$ cat config.mk
export PLATFORM = sky130hd
export DESIGN_NAME = wb_write_arbiter
export DESIGN_NICKNAME = d
export VERILOG_FILES = /design/src/rtl/wb_write_arbiter.sv
export SDC_FILE = /design/constraint.sdc
export NUM_CORES = 1
export LEC_CHECK = 0
export ABC_AREA = 1
export ABC_CLOCK_PERIOD_IN_PS = 3200
export BUFFER_PORTS_ARGS = -buffer_cell sky130_fd_sc_hd__buf_2
export CORE_AREA = 2 2 85 87
export CTS_BUF_LIST = sky130_fd_sc_hd__clkbuf_8
export CTS_CLUSTER_DIAMETER = 100
export DETAILED_ROUTE_END_ITERATION = 12
export DIE_AREA = 0 0 87 89
export HOLD_SLACK_MARGIN = 0.03
export PLACE_DENSITY_LB_ADDON = 0.25
export SETUP_SLACK_MARGIN = 0.15
export SLEW_MARGIN = 30
export SYNTH_ARGS = -nofsm -noshare
export SYNTH_HDL_FRONTEND = slang
export SYNTH_SLANG_ARGS = --single-unit
$ cat constraint.sdc
create_clock -name Clk -period 3.2 [get_ports Clk]
set_input_delay 0 -clock Clk [delete_from_list [all_inputs] [get_ports Clk]]
set_output_delay 0 -clock Clk [all_outputs]
set_load 0.005 [all_outputs]
$ cat src/rtl/wb_write_arbiter.sv
// Round-robin arbiter sharing the register-file write port between ALU and load writeback,
// with a 32-entry pending-write scoreboard. Macro WB_ZERO_GUARD_EN suppresses writes to register 0.
module wb_write_arbiter (
    input  logic        Clk,
    input  logic        Rst_n,
    input  logic        Stall,
    input  logic        Valid0,
    input  logic [4:0]  Addr0,
    input  logic [31:0] Data0,
    output logic        Ready0,
    input  logic        Valid1,
    input  logic [4:0]  Addr1,
    input  logic [31:0] Data1,
    output logic        Ready1,
    input  logic        Reserve_En,
    input  logic [4:0]  Reserve_Addr,
    output logic [4:0]  Awr,
    output logic [31:0] Din,
    output logic        WrEn,
    output logic [31:0] Pending
);

    logic        prio_r;
    logic [4:0]  awr_r;
    logic [31:0] din_r;
    logic        wren_r;
    logic [31:0] pending_r;

    logic        grant0_s;
    logic        grant1_s;
    logic        xfer_s;
    logic [4:0]  gnt_addr_s;
    logic [31:0] gnt_data_s;
    logic        wr_en_next_s;
    logic [31:0] pending_next_s;

    // Grant selection: a lone requester wins, a contended cycle goes to the prio port.
    always_comb begin
        grant0_s = 1'b0;
        grant1_s = 1'b0;
        if (!Stall) begin
            if (Valid0 && Valid1) begin
                if (prio_r) begin
                    grant1_s = 1'b1;
                end else begin
                    grant0_s = 1'b1;
                end
            end else if (Valid0) begin
                grant0_s = 1'b1;
            end else if (Valid1) begin
                grant1_s = 1'b1;
            end else begin
                grant0_s = 1'b0;
            end
        end else begin
            grant0_s = 1'b0;
        end
    end

    // Granted request payload and next write-enable.
    always_comb begin
        xfer_s = grant0_s | grant1_s;
        if (grant1_s) begin
            gnt_addr_s = Addr1;
            gnt_data_s = Data1;
        end else begin
            gnt_addr_s = Addr0;
            gnt_data_s = Data0;
        end
`ifdef WB_ZERO_GUARD_EN
        wr_en_next_s = xfer_s && (gnt_addr_s != 5'd0);
`else
        wr_en_next_s = xfer_s;
`endif
    end

    // Scoreboard next state: clear on transfer first so a same-cycle reserve wins.
    always_comb begin
        pending_next_s = pending_r;
        if (xfer_s) begin
            pending_next_s[gnt_addr_s] = 1'b0;
        end else begin
            pending_next_s = pending_r;
        end
        if (Reserve_En && (Reserve_Addr != 5'd0)) begin
            pending_next_s[Reserve_Addr] = 1'b1;
        end else begin
            pending_next_s[0] = 1'b0;
        end
        pending_next_s[0] = 1'b0;
    end

    // Priority, write stage and scoreboard registers.
    always_ff @(posedge Clk or negedge Rst_n) begin
        if (!Rst_n) begin
            prio_r    <= 1'b0;
            awr_r     <= 5'd0;
            din_r     <= 32'd0;
            wren_r    <= 1'b0;
            pending_r <= 32'd0;
        end else begin
            wren_r    <= wr_en_next_s;
            pending_r <= pending_next_s;
            if (xfer_s) begin
                prio_r <= grant0_s;
                awr_r  <= gnt_addr_s;
                din_r  <= gnt_data_s;
            end
        end
    end

    assign Ready0  = grant0_s;
    assign Ready1  = grant1_s;
    assign Awr     = awr_r;
    assign Din     = din_r;
    assign WrEn    = wren_r;
    assign Pending = pending_r;

endmodule

==> run summary <==
run status: completed
Design Area, Final: 5230 µm²
Hold Path Cell Cnt: 3
worst rel slew slack: 0.432
Ant. Diodes: 0
Die Wd: 87 µm
count leader, synth: nand2_1
Rows: 30
DRC viols: 0
Mapped Area: 3510 µm²
Worst EP required: 3.47 ns
Worst R2R Start: prio_r
area of the multi-input gates: 1590 µm²
DR vias/cell: 5.24
root buf cell: clkbuf_8
Final period util: 0.715
worst setup path category: in -> reg
area share of the largest cell type after synthesis: 0.499
drt total wl: 11.6 mm
Critical Path Source: Valid1
top post-synthesis cells by area: dfrtp_1, nand2_1, a31oi_1
min cycle time layout: 2.29 ns
Synth Area per Inst: 8.03 µm²
CTS resizes: 0
Net Sw Frac: 0.313
top_reg_cell synth: dfrtp_1
first-pass GRT wire length: 18.8 mm
Hold Path Class: in -> reg
Initial DRT Pass Iterations: 4
asr flop ratio synth: 1.00
library cells used by synthesis: 28
clock skew: 0.00397 ns
CTS HTree Levels: 3
share of cells above drive strength 1: 0.312
Starting Density: 0.522
Sequential Area: 1750 µm²
leading cell types by count after synthesis: nand2_1, dfrtp_1, nor2_1, a31oi_1, inv_1
Syn Nets: 522
Logic pwr share: 0.293
NetSw: 844 µW
unrepaired setup endpoints after global routing: no
Worst R2R Setup Slack: 1.03 ns
Clk pwr share: 0.267
Post-Synthesis Cells: 437
PnR worst setup slack: 0.911 ns
pin count of the biggest net entering global routing: 45
Seq/Total Area, Yosys: 0.499
Post-synth EDFFs: 0
# IOs: 157
post-DR wirelength/cell: 15.5 µm
Internal Power: 1.86 mW
vias: 3911
VDD IR max: 350 µV
area delta synth->final: 48.9%
Final HPWL DP: 7.16 mm
Reg-to-Reg End: Din[13]
GRT Overall Usage: 0.314
Synth Register Bits: 70
Nets: 746
Synth Warn #: 0
GP Congestion: 0.879
Final Slew Violations: 0
chip height: 89 µm
CTS max path bufs: 2
number of DRC markers in iteration 0: 239
number of global-route vias before repair: 4024
Place WS: 1.27 ns
Clk Latency, worst-skew pair: 0.34 ns
PD cells: 517 nW/µm²
antenna violations before repair: 0
Max Cap Violations: 0
placed cell areas: 4320 µm²
Port-buffer cells: 155
Synth area leader: dfrtp_1
Pleak: 2.70 nW
clock slew at reported path FFs: 0.08 ns
Hold Crit Start: Addr1[1]
Sink Count: 70
crit start category: input port
worst r2r path cells: 7
CORE AREA: 6720 µm²
CP Capture Point: Din[4]
Achievable Freq: 437 MHz
final-report hold violation count: 0
TritonCTS buffer count: 9
CP endpoint kind: flop
setup_tns: 0 ns
die area: 7740 µm²
Filler cells: 435
final setup vio count: 0
Final ANT Viol Nets: 0
CTS tree: built
global route overflow: 0
worst-margin pin slew: 0.851 ns
Worst EP arrival: 2.56 ns
Max Fanout on Critical Path: 38
power share of the sequential group: 0.440
-- cells in the final DEF, fill, tap and decap left out, types with 3 or more instances in the layout --
master         synthesis  final
nor3_1                 7      7
nor2_4                11     11
dlygate4sd3_1          0     71
nand2_1              206    206
o21ai_0                4      4
clkinv_2               0      3
a31oi_1               32     32
dfrtp_1               70     70
inv_1                 20     21
buf_2                 11    155
nand2_4               10     10
clkbuf_8               0     11
nor2_1                35     35
nand3_1                6      6
nand2_2                7      7
-- sequential cells by signal, summed over array words and instances, names as in the netlist --
signal   count
Din         32
Pending     31
Awr          5
WrEn         1
prio_r       1
-- stage by stage --
step / hold slack, ns / total power [mW] / util / std cells
floorplan: -0.296 / 1.50 / - / 437
global placement: 0.133 / 1.82 / 0.642 / 659
detailed placement: 0.143 / 1.84 / 0.642 / 659
CTS: 0.0397 / 2.69 / 0.778 / 746
global route: 0.103 / 2.86 / 0.778 / 746
finish: 0.0545 / 2.70 / 0.778 / 746
-- cell families (layout without fill, tap and decap cells) --
| family | count (synthesis) | in the layout | synth area share |
|---|---|---|---|
| other | 1 | 1 | 0.00107 |
| buffers and inverters | 37 | 266 | 0.0485 |
| and+or+nand+nor | 289 | 289 | 0.378 |
| AOI/OAI and AO/OA | 40 | 40 | 0.0734 |
| DFF | 70 | 70 | 0.499 |
-- worst max-delay path, stage by stage --
cell,delay [ns]
dlygate4sd3_1,0.54
buf_2,0.14
nand2_1,0.08
nand2_2,0.46
buf_4,0.45
nor2_1,0.10
a31oi_1,0.17
dlygate4sd3_1,0.61
-- worst min path at each step --
stage                        end
after floorplan           Awr[0]
after global placement    Din[2]
after detailed placement  Din[2]
after CTS                 Awr[1]
after global routing      Awr[1]
final                     Awr[1]
-- repair_timing --
action,4_1_cts,5_1_grt
endpoints found under the hold margin,83,0
hold buffers,71,0
buffers inserted,0,0
-- layer usage --
| layer | routed length [µm] | track usage | up-vias | share of wire |
|---|---|---|---|---|
| li1 | - | - | 1824 | - |
| met1 | 4440 | 0.368 | 1823 | 0.38 |
| met2 | 5740 | 0.541 | 218 | 0.50 |
| met3 | 969 | 0.0619 | 46 | 0.084 |
| met4 | 439 | 0.175 | 0 | 0.038 |
| met5 | 0 | 0 | - | 0 |
-- layout make-up --
type	instances	area share
Tap cell	80	0.0192
Clock inverter	5	0.00934
Timing Repair Buffer	228	0.287
Multi-Input combinational cell	330	0.304
Clock buffer	11	0.0290
Sequential cell	70	0.335
Inverter	22	0.0163
-- power groups by stage --
stage	combinational, mW	clock (mW)	sequential [mW]
floorplan	0.302	0	1.20
global placement	0.631	0	1.19
detailed placement	0.651	0	1.19
CTS	0.773	0.734	1.18
global route	0.879	0.772	1.21
finish	0.790	0.722	1.19
Note: power is estimated with default switching activity, not from simulation.
